[src/rtl/xalu_nibble_seq_if.sv]
// Request/response handshake bundle between a requester and xalu_nibble_seq.
// Carries rsp_ovf only when XALU_SEQ_OVF_EN is defined.
interface xalu_nibble_seq_if #(
  parameter int WIDTH = 16
);
  logic             req_valid;
  logic             req_ready;
  logic [WIDTH-1:0] req_a;
  logic [WIDTH-1:0] req_b;
  logic [2:0]       req_func;
  logic             req_com;
  logic             req_cin;

  logic             rsp_valid;
  logic             rsp_ready;
  logic [WIDTH-1:0] rsp_d;
  logic             rsp_carry;
  logic             rsp_zero;
  logic             rsp_neg_zero;
`ifdef XALU_SEQ_OVF_EN
  logic             rsp_ovf;

  modport master (
    output req_valid, req_a, req_b, req_func, req_com, req_cin, rsp_ready,
    input  req_ready, rsp_valid, rsp_d, rsp_carry, rsp_zero, rsp_neg_zero, rsp_ovf
  );
  modport slave (
    input  req_valid, req_a, req_b, req_func, req_com, req_cin, rsp_ready,
    output req_ready, rsp_valid, rsp_d, rsp_carry, rsp_zero, rsp_neg_zero, rsp_ovf
  );
`else
  modport master (
    output req_valid, req_a, req_b, req_func, req_com, req_cin, rsp_ready,
    input  req_ready, rsp_valid, rsp_d, rsp_carry, rsp_zero, rsp_neg_zero
  );
  modport slave (
    input  req_valid, req_a, req_b, req_func, req_com, req_cin, rsp_ready,
    output req_ready, rsp_valid, rsp_d, rsp_carry, rsp_zero, rsp_neg_zero
  );
`endif
endinterface

[src/rtl/xalu_nibble_seq.sv]
// Drives a combinational 4-bit ALU slice one nibble per clock to build WIDTH-bit results.
// Optional overflow flag (rsp_ovf) for ADD is enabled by defining XALU_SEQ_OVF_EN.
module xalu_nibble_seq #(
  parameter int NIBBLES = 4
) (
  input  logic                clk,
  input  logic                rst_n,
  xalu_nibble_seq_if.slave    bus,
  output logic [3:0]          slice_a,
  output logic [3:0]          slice_b,
  output logic [2:0]          slice_f,
  output logic                slice_com,
  output logic                slice_ci_right,
  output logic                slice_ci_left,
  input  logic [3:0]          slice_d,
  input  logic                slice_co_left,
  input  logic                slice_co_right,
  input  logic                slice_zero,
  input  logic                slice_neg_zero
);

  localparam int WIDTH = 4 * NIBBLES;
  localparam int IW    = (NIBBLES > 1) ? $clog2(NIBBLES) : 1;
  localparam logic [IW-1:0] LAST_IDX = IW'(NIBBLES - 1);

  typedef enum logic [1:0] {IDLE, RUN, DONE} state_e;

  typedef enum logic [2:0] {
    F_ADD, F_AND, F_OR, F_XOR, F_PASSA, F_PASSB, F_SHR, F_SHL
  } func_e;

  state_e           state_q, state_d;
  logic [WIDTH-1:0] a_q, a_d;
  logic [WIDTH-1:0] b_q, b_d;
  func_e            func_q, func_d;
  logic             com_q, com_d;
  logic [IW-1:0]    idx_q, idx_d;
  logic             carry_q, carry_d;
  logic [WIDTH-1:0] res_q, res_d;
  logic             zero_q, zero_d;
  logic             neg_q, neg_d;
  logic             ovf_q, ovf_d;

  logic             req_ready;
  logic             rsp_valid;
  logic [IW-1:0]    nib;

  // SHR walks MSB nibble first so the shift-in bit ripples downward.
  assign nib = (func_q == F_SHR) ? (LAST_IDX - idx_q) : idx_q;

  // NOTE: every combinational output and next-state gets a default before the case, so no path leaves one unassigned and no latch is inferred.
  always_comb begin
    state_d        = state_q;
    a_d            = a_q;
    b_d            = b_q;
    func_d         = func_q;
    com_d          = com_q;
    idx_d          = idx_q;
    carry_d        = carry_q;
    res_d          = res_q;
    zero_d         = zero_q;
    neg_d          = neg_q;
    ovf_d          = ovf_q;
    req_ready      = 1'b0;
    rsp_valid      = 1'b0;
    slice_a        = 4'h0;
    slice_b        = 4'h0;
    slice_f        = 3'h0;
    slice_com      = 1'b0;
    slice_ci_right = 1'b0;
    slice_ci_left  = 1'b0;

    unique case (state_q)
      IDLE: begin
        req_ready = 1'b1;
        if (bus.req_valid) begin
          a_d     = bus.req_a;
          b_d     = bus.req_b;
          func_d  = func_e'(bus.req_func);
          com_d   = bus.req_com;
          carry_d = bus.req_cin;
          idx_d   = '0;
          zero_d  = 1'b1;
          neg_d   = 1'b1;
          ovf_d   = 1'b0;
          state_d = RUN;
        end
      end

      RUN: begin
        slice_a   = a_q[4*nib +: 4];
        slice_b   = b_q[4*nib +: 4];
        slice_f   = func_q;
        slice_com = com_q;

        // carry_q holds cin for the first nibble, then the previous nibble's carry-out.
        unique case (func_q)
          F_ADD, F_SHL: begin
            slice_ci_right = carry_q;
            carry_d        = slice_co_left;
          end
          F_SHR: begin
            slice_ci_left = carry_q;
            carry_d       = slice_co_right;
          end
          default: carry_d = 1'b0;
        endcase

        res_d[4*nib +: 4] = slice_d;
        zero_d            = zero_q & slice_zero;
        neg_d             = neg_q & slice_neg_zero;

        if (idx_q == LAST_IDX) begin
          if (func_q == F_ADD) begin
            ovf_d = (a_q[WIDTH-1] == b_q[WIDTH-1]) &&
                    ((slice_d[3] ^ com_q) != a_q[WIDTH-1]);
          end
          state_d = DONE;
        end else begin
          idx_d = idx_q + 1'b1;
        end
      end

      DONE: begin
        rsp_valid = 1'b1;
        if (bus.rsp_ready) begin
          state_d = IDLE;
        end
      end

      default: state_d = IDLE;
    endcase
  end

  // NOTE: sequential state uses non-blocking assignments so every register samples pre-edge values.
  always_ff @(posedge clk) begin
    if (!rst_n) begin
      state_q <= IDLE;
      a_q     <= '0;
      b_q     <= '0;
      func_q  <= F_ADD;
      com_q   <= 1'b0;
      idx_q   <= '0;
      carry_q <= 1'b0;
      res_q   <= '0;
      zero_q  <= 1'b0;
      neg_q   <= 1'b0;
      ovf_q   <= 1'b0;
    end else begin
      state_q <= state_d;
      a_q     <= a_d;
      b_q     <= b_d;
      func_q  <= func_d;
      com_q   <= com_d;
      idx_q   <= idx_d;
      carry_q <= carry_d;
      res_q   <= res_d;
      zero_q  <= zero_d;
      neg_q   <= neg_d;
      ovf_q   <= ovf_d;
    end
  end

  assign bus.req_ready    = req_ready;
  assign bus.rsp_valid    = rsp_valid;
  assign bus.rsp_d        = res_q;
  assign bus.rsp_carry    = carry_q;
  assign bus.rsp_zero     = zero_q;
  assign bus.rsp_neg_zero = neg_q;
`ifdef XALU_SEQ_OVF_EN
  assign bus.rsp_ovf      = ovf_q;
`else
  logic unused_ovf;
  assign unused_ovf = ovf_q;
`endif

endmodule
[src/flat_wrapper.sv]
// flat-port wrapper written by rule: the top's interface ports become plain ports
module xalu_nibble_seq_flat 
#(
  parameter int NIBBLES = 4
)
  (clk, rst_n, slice_a, slice_b, slice_f, slice_com, slice_ci_right, slice_ci_left, slice_d, slice_co_left, slice_co_right, slice_zero, slice_neg_zero, bus_req_valid, bus_req_a, bus_req_b, bus_req_func, bus_req_com, bus_req_cin, bus_rsp_ready, bus_req_ready, bus_rsp_valid, bus_rsp_d, bus_rsp_carry, bus_rsp_zero, bus_rsp_neg_zero);
  xalu_nibble_seq_if bus_i ();
  input  logic clk;
  input  logic rst_n;
  output logic [3:0] slice_a;
  output logic [3:0] slice_b;
  output logic [2:0] slice_f;
  output logic slice_com;
  output logic slice_ci_right;
  output logic slice_ci_left;
  input  logic [3:0] slice_d;
  input  logic slice_co_left;
  input  logic slice_co_right;
  input  logic slice_zero;
  input  logic slice_neg_zero;
  input wire logic [$bits(bus_i.req_valid)-1:0] bus_req_valid;
  input wire logic [$bits(bus_i.req_a)-1:0] bus_req_a;
  input wire logic [$bits(bus_i.req_b)-1:0] bus_req_b;
  input wire logic [$bits(bus_i.req_func)-1:0] bus_req_func;
  input wire logic [$bits(bus_i.req_com)-1:0] bus_req_com;
  input wire logic [$bits(bus_i.req_cin)-1:0] bus_req_cin;
  input wire logic [$bits(bus_i.rsp_ready)-1:0] bus_rsp_ready;
  output wire logic [$bits(bus_i.req_ready)-1:0] bus_req_ready;
  output wire logic [$bits(bus_i.rsp_valid)-1:0] bus_rsp_valid;
  output wire logic [$bits(bus_i.rsp_d)-1:0] bus_rsp_d;
  output wire logic [$bits(bus_i.rsp_carry)-1:0] bus_rsp_carry;
  output wire logic [$bits(bus_i.rsp_zero)-1:0] bus_rsp_zero;
  output wire logic [$bits(bus_i.rsp_neg_zero)-1:0] bus_rsp_neg_zero;
  assign bus_i.req_valid = bus_req_valid;
  assign bus_i.req_a = bus_req_a;
  assign bus_i.req_b = bus_req_b;
  assign bus_i.req_func = bus_req_func;
  assign bus_i.req_com = bus_req_com;
  assign bus_i.req_cin = bus_req_cin;
  assign bus_i.rsp_ready = bus_rsp_ready;
  assign bus_req_ready = bus_i.req_ready;
  assign bus_rsp_valid = bus_i.rsp_valid;
  assign bus_rsp_d = bus_i.rsp_d;
  assign bus_rsp_carry = bus_i.rsp_carry;
  assign bus_rsp_zero = bus_i.rsp_zero;
  assign bus_rsp_neg_zero = bus_i.rsp_neg_zero;
  xalu_nibble_seq #(.NIBBLES(NIBBLES)) u_core (.clk(clk), .rst_n(rst_n), .bus(bus_i), .slice_a(slice_a), .slice_b(slice_b), .slice_f(slice_f), .slice_com(slice_com), .slice_ci_right(slice_ci_right), .slice_ci_left(slice_ci_left), .slice_d(slice_d), .slice_co_left(slice_co_left), .slice_co_right(slice_co_right), .slice_zero(slice_zero), .slice_neg_zero(slice_neg_zero));
endmodule
[config.mk]
export PLATFORM = sky130hd
export DESIGN_NAME = xalu_nibble_seq_flat
export DESIGN_NICKNAME = d
export VERILOG_FILES = /design/src/rtl/xalu_nibble_seq_if.sv /design/src/rtl/xalu_nibble_seq.sv /design/src/flat_wrapper.sv
export SDC_FILE = /design/constraint.sdc
export NUM_CORES = 1
export LEC_CHECK = 0
export CAP_MARGIN = 20
export CORE_ASPECT_RATIO = 1.25
export CORE_UTILIZATION = 50
export CTS_CLUSTER_DIAMETER = 60
export DETAILED_ROUTE_END_ITERATION = 10
export PLACE_DENSITY = 0.95
export SLEW_MARGIN = 20
export SYNTH_ARGS = -nofsm -noshare
export SYNTH_HDL_FRONTEND = slang
export SYNTH_SLANG_ARGS = --single-unit
[constraint.sdc]
create_clock -name clk -period 2.7 [get_ports clk]
set_clock_uncertainty 0.05 [all_clocks]
set_input_delay 0.54 -clock clk [delete_from_list [all_inputs] [get_ports clk]]
set_output_delay 0.54 -clock clk [all_outputs]
set_load 0.01 [all_outputs]
# Yosys cells after proc, flatten, opt, wreduce, memory -nomap -nowiden
# Cells that the tools add are included.
[classes]
addsub = 3
multipliers = 0
div_mod_pow = 0
n_lt_le_gt_ge = 0
eq_ne = 9
shift = 4
mux = 25
bitwise_logic = 2
reduce_logical = 8
[ops]
columns = ["op", "n"]
rows = [
  ["negator 4 -> 34 bit", 1],
  ["variable shift 4 x 34 -> 16 bit, first input constant", 1],
  ["variable part select 4 x 34 -> 16 bit", 1],
  ["variable part select 16 x 5 -> 4 bit", 2],
  ["bitwise mux 16 bit", 1],
  ["2-to-1 mux 2 bit", 6],
  ["2-to-1 mux 1 bit", 9],
  ["2-to-1 mux 4 bit", 2],
  ["case mux 1 bit (2 select lines)", 4],
  ["== test 3 bit, second input constant", 2],
  ["inequality test 2 bit, second input constant", 3],
  ["case mux 2 bit (3 select lines)", 1],
  ["AND reduction 3 bit", 2],
  ["== test 2 bit, second input constant", 2],
  ["case mux 2 bit (2 select lines)", 1],
  ["AND reduction 2 bit", 2],
  ["logical NOT 3 bit", 1],
  ["2-to-1 mux 3 bit", 1],
  ["adder 2 x 1 -> 2 bit, second input constant", 1],
  ["AND 1 bit", 2],
  ["== test 2 x 1 -> 1 bit, second input constant", 1],
  ["logical NOT 2 bit", 1],
  ["inequality test 2 x 1 -> 1 bit, second input constant", 1],
  ["nonzero test 2 bit", 1],
  ["2 further kinds", 2],
]
[word_totals]
ff_bits = 59
latch_bits = 0
mem_bits_rw = 0
mem_bits_ro = 0
input_bits = 49
word_cells = 61
memories = 0

# Depth between registers and ports, before layout
[depth]
ltp_word = 5
depth_mapped = 7
ltp_nobuf = 5

# Worst setup path after synthesis
# Ideal clock, no wire load.
[synth_path]
path_kind = "reg2out"
startpoint = "register u_core.func_q[1]"
endpoint = "output slice_a[0]"
arrival_time_ns = 1.483
required_time_ns = 2.110
path_slack_ns = 0.627
stages_incl_launch_ff = 7
path_cell_list = "dfxtp_1 buf_2 and3b_1 buf_6 mux2i_4 a22oi_1 o22ai_1"
[synth_between]
elab_chain_cells = 4
[synth_lines]
columns = ["item", "line_no", "rtl"]
rows = [
  ["start, declared", "xalu_nibble_seq.sv:35", "func_e func_q, func_d;"],
  ["start signal, assigned", "xalu_nibble_seq.sv:153", "func_q <= func_d;"],
  ["== test 3 bit", "xalu_nibble_seq.sv:49", "assign nib = (func_q == F_SHR) ? (LAST_IDX - idx_q) : idx_q;"],
  ["2-to-1 mux 2 bit", "xalu_nibble_seq.sv:49", ""],
  ["variable part select 16 x 5 -> 4 bit", "xalu_nibble_seq.sv:91", "slice_a = a_q[4*nib +: 4];"],
  ["2-to-1 mux 4 bit", "xalu_nibble_seq.sv:73", "unique case (state_q)"],
  ["end, declared", "flat_wrapper.sv:10", "output logic [3:0] slice_a;"],
]
# No other way between the ends.

# Worst setup path after layout
[layout_path]
startpoint = "register u_core.func_q[0]"
endpoint = "output slice_a[1]"
# The elaborated chain is that of the path after synthesis.

==> metrics list <==
- Placed cell count: 471
- The count of nets left with antenna violations once routing finished came out at 0.
* Number of buffers inserted during clock tree synthesis: 9
- Along the worst path, the maximum fanout reaches 8.
- Share of final-layout standard cells stronger than drive strength 1: 16.05%
- Clock latency on the worst-skew pair, taken at its later pin, is 0.35 ns.
* Number of setup violations in the final report: 0
- For hold timing, the worst endpoint is u_core.com_q.
* Antenna Cells: 0
- Pin count of the biggest net entering global routing: 36
- The synthesized netlist occupies a cell area of 2753 sq um.
* Cell-by-cell listing of the critical path: and3b_2 -> buf_6 -> xnor2_4 -> buf_12 -> mux2i_1 -> o22ai_1 -> dlygate4sd2_1
* Yosys warning total: 0
* End of the worst register-to-register path: u_core.bus.rsp_d[15]
- For the pin with the worst max-slew slack, the measured transition is 0.6233 ns.
- Area share of and/or/nand/nor cells after synthesis: 23.68%
* Library cell with the largest summed area after synthesis: sky130_fd_sc_hd__dfxtp_1
* Number of pins with negative max-slew slack in the final report: 0
* Drt pass-1 iters: 6
- Summing the areas of all compound-gate instances in the mapped netlist gives 22.23% of the synthesized area.
- Yosys mapped the design onto 52 distinct sky130hd cell types.
- The worst hold path passes through 2 cells.
- Global routing used 6.586% of the available met3 tracks.
- The flow ran to the end, and the final reports show no timing, DRC or antenna violations.
- Standard cell core area: 5189 sq um
* Required time of the worst setup path: 2.11 ns
- Sort of element at the end of the critical path: output pin
* Power density cells: 552.7 nW/um^2
- Number of nets produced by synthesis: 381
* R2R cell count: 6
- Post-detailed-route DRC marker count: 0
* Unrepaired setup endpoints after global routing: no
- In the final layout, the multi-input gates occupy 1480 sq um.
* Critical path type: reg -> out
* Post-DR wirelength/cell: 16.50 um
* Biggest area contributors in the synthesized netlist: sky130_fd_sc_hd__dfxtp_1 43%, sky130_fd_sc_hd__nand2_1 12%, sky130_fd_sc_hd__a21oi_1 8.9%
- Final critical-path share of the clock period: 97.86%
- Syn-to-layout area delta: 46.00%
- In this run, synthesis inferred 0 flip-flops with an integrated enable.
- First-pass GRT wire length: 12700 um
* Count of routing violations after the opening detailed-route iteration: 236
* Worst IR Drop VDD: 0.0004120 V
- Lkg Pwr: 1.599 nW
- Met2 demand-to-capacity share in global routing: 49.55%
* Detailed-route via count: 2889
- Timing would allow up to 378.5 MHz.
- TritonCTS built the clock tree.
- Combinational family with the most area after synthesis: simple AND/OR/NAND/NOR gates
- The count of cells in the finished layout, fillers not included, comes to 492.
- Share of synthesized area spent on multiplexers: 4.455%
* Flops & latches, synth: 59
- After detailed routing, the total wire length is 8117 um.
- Initial core utilization: 53.05%
- The die is 68.37 um wide.
- Syn Inst Count: 331
* Post-synthesis share of cell area spent on full adders, half adders and majority gates: 0.4545%
- At the end of routability-driven placement, the weighted congestion stood at 0.8001.
- The worst register-to-register path has a setup slack of 0.57 ns.
* Met1 Resource Use GR: 32.19%
* Most used DFF post-synth: sky130_fd_sc_hd__dfxtp_1
* Busiest grt layer: met2
- Number of buffer cells added on primary ports: 83
* Cts-stage hold buffer count: 0
* MaxCap Viol Count: 0
- Post-route total power: 0.002221 W
- The tree built by TritonCTS fans out to 59 sinks.
- Global routing usage summed across all routing layers: 29.53%
* Number of buffers on the longest clock path: 2
* Final Hold Violating Endpoints: 0
- The die is 84.96 um tall.
- Once detailed placement completed, the half-perimeter wirelength came to 5525 um.
* Hold Slack: 0.4033 ns
- After detailed routing, the number of vias per cell comes to 5.872.
* Launch point of the worst reg-to-reg path: u_core.idx_q[0]
* Vias in the first global route: 2734
- Async SR Flop Fraction: 0%
* Proportion of netlist area held by the largest area contributor: 42.91%
- The floorplan step defined a die boundary enclosing 5808 sq um.
- Slowest Stage Delay on Critical Path: 0.32 ns
- Startpoint of the lowest-slack hold path: u_core.com_q
- Row Count: 29
- Slowest library cell on the worst path: sky130_fd_sc_hd__dlygate4sd2_1
- Remaining global-route overflow: 0
- Antenna violations before repair: 0
* Startpoint type of the worst setup path: flip-flop
- The clock tree synthesis step divided the H-tree into 3 levels.
- The tree is rooted in a sky130_fd_sc_hd__clkbuf_8.
* Fraction of synthesized cell area in xor and xnor cells: 1.318%
- Slew headroom: 58.40%
* Final critical path time including I/O delays and setup: 2.642 ns
* Average size of a mapped cell: 8.316 sq um
- I/O pin count: 84
* Sequential share of the synthesized area: 42.91%
* Reg clk slew, reported paths: 0.06 ns
* Tightest Hold Check Type: reg -> reg
- In the final layout, flip-flops and latches occupy 1186 sq um.
- At the end of the flow, the number of nets in the layout was 475.
- Fill cells in the final layout number 364.
- Arrival @ worst endpoint: 2.05 ns
how the worst max path moves through the flow:
stage | end | slack (ns) | start
global placement | slice_b[3] | 0.19 | u_core.func_q[0]
detailed placement | slice_b[3] | 0.16 | u_core.func_q[0]
finish | slice_a[1] | 0.06 | u_core.func_q[0]
floorplan | slice_a[0] | 0.63 | u_core.func_q[1]
CTS | slice_a[2] | -0.1 | u_core.func_q[0]
global route | slice_b[3] | 0.007 | u_core.func_q[0]
placed cells by master, fill, tap and decap left out, types with 2 or more instances in the layout:
| master | count |
|---|---|
| sky130_fd_sc_hd__nand4b_1 | 3 |
| sky130_fd_sc_hd__nand2b_1 | 3 |
| sky130_fd_sc_hd__and2_1 | 4 |
| sky130_fd_sc_hd__buf_6 | 2 |
| sky130_fd_sc_hd__nand3_1 | 4 |
| sky130_fd_sc_hd__mux2i_1 | 10 |
| sky130_fd_sc_hd__nand2_2 | 3 |
| sky130_fd_sc_hd__nor4bb_1 | 2 |
| sky130_fd_sc_hd__a22oi_1 | 9 |
| sky130_fd_sc_hd__a22o_1 | 3 |
| sky130_fd_sc_hd__nand2_1 | 87 |
| sky130_fd_sc_hd__buf_4 | 23 |
| sky130_fd_sc_hd__o21a_1 | 2 |
| sky130_fd_sc_hd__nor2b_1 | 2 |
| sky130_fd_sc_hd__or2_2 | 4 |
| sky130_fd_sc_hd__dlygate4sd2_1 | 7 |
| sky130_fd_sc_hd__clkbuf_8 | 11 |
| sky130_fd_sc_hd__inv_1 | 2 |
| sky130_fd_sc_hd__a21bo_2 | 3 |
| sky130_fd_sc_hd__o22ai_1 | 8 |
| sky130_fd_sc_hd__clkdlybuf4s50_1 | 75 |
| sky130_fd_sc_hd__o21ai_0 | 5 |
| sky130_fd_sc_hd__dfxtp_1 | 57 |
| sky130_fd_sc_hd__a21oi_1 | 49 |
| sky130_fd_sc_hd__a32o_2 | 3 |
| sky130_fd_sc_hd__bufinv_16 | 2 |
| sky130_fd_sc_hd__a311oi_1 | 3 |
| sky130_fd_sc_hd__nor2_1 | 9 |
| sky130_fd_sc_hd__o22ai_4 | 2 |
layout make-up:
cell class,count,area share (%)
Timing Repair Buffer,109,25.87
Clock inverter,4,1.806
Tap cell,62,1.930
Sequential cell,59,29.51
Multi-Input combinational cell,244,36.83
Inverter,2,0.1868
Clock buffer,12,3.861
sequential cells by signal, summed over array words and instances, names as in the netlist:
| register | flops |
|---|---|
| u_core.a_q | 16 |
| u_core.b_q | 16 |
| u_core.bus.rsp_carry | 1 |
| u_core.bus.rsp_d | 16 |
| u_core.bus.rsp_neg_zero | 1 |
| u_core.bus.rsp_zero | 1 |
| u_core.com_q | 1 |
| u_core.func_q | 3 |
| u_core.idx_q | 2 |
| u_core.state_q | 2 |
per-layer routing:
metal  vias to the layer above  part of all wire, %
met5                         -                    0
met4                         0                  4.5
met3                        37                  6.0
met2                       144                   52
met1                      1359                   37
li1                       1349                    -
per-stage QoR:
stage / setup TNS (ns) / worst slack [ns] / instance area [sq um] / util (%)
3_3_place_gp: 0 / 0.1871 / 3716 / 71.62
4_1_cts: -0.09841 / -0.09841 / 3965 / 76.42
2_1_floorplan: 0 / 0.6273 / 2753 / -
5_1_grt: 0 / 0.006623 / 4019 / 77.45
6_report: 0 / 0.05787 / 4019 / 77.45
3_5_place_dp: 0 / 0.1626 / 3716 / 71.62
logic make-up (layout without fill, tap and decap cells):
| kind of cell | count (synthesis) | in the layout |
|---|---|---|
| AOI/OAI and AO/OA | 95 | 96 |
| buffers and inverters | 29 | 127 |
| xor gates and xnor gates | 2 | 2 |
| muxes | 11 | 11 |
| and+or+nand+nor | 134 | 134 |
| adders and majority gates | 1 | 1 |
| DFF | 59 | 59 |
power breakdown:
part	switching [W]	internal, W	total (W)
clock	0.000359	0.000569	0.000928
sequential	0.0000287	0.000913	0.000942
combinational	0.000169	0.000183	0.000351
total	0.000557	0.00166	0.00222
worst max-delay path, delay by kind of cell (launching register included):
kind / cells / cell delay (ns)
DFF: 1 / 0.31
and+or+nand+nor: 1 / 0.29
muxes: 1 / 0.20
AOI/OAI and AO/OA: 1 / 0.12
buffers and inverters: 3 / 0.64
xor gates and xnor gates: 1 / 0.13
repair_timing:
item	CTS	global route
resized for setup	12	7
pin swaps	1	1
endpoints found under the hold margin	0	0
setup buffers	0	4
gates cloned	1	0
setup endpoints to repair	10	7
synth_stat cells (all sizes together), types with 3 or more instances:
library cell and instances:
and2 4, buf 10, nor2b 3, a22oi 9, o21ai 5, clkbuf 17
nor2 9, nand4b 3, a21bo 3, mux2i 11, or2 4, a21oi 49
o22ai 9, nand2 90, nand3 4, a32o 4, nand2b 3, a22o 3
dfxtp 59, a311oi 3
Note: power is estimated with default switching activity, not from simulation.
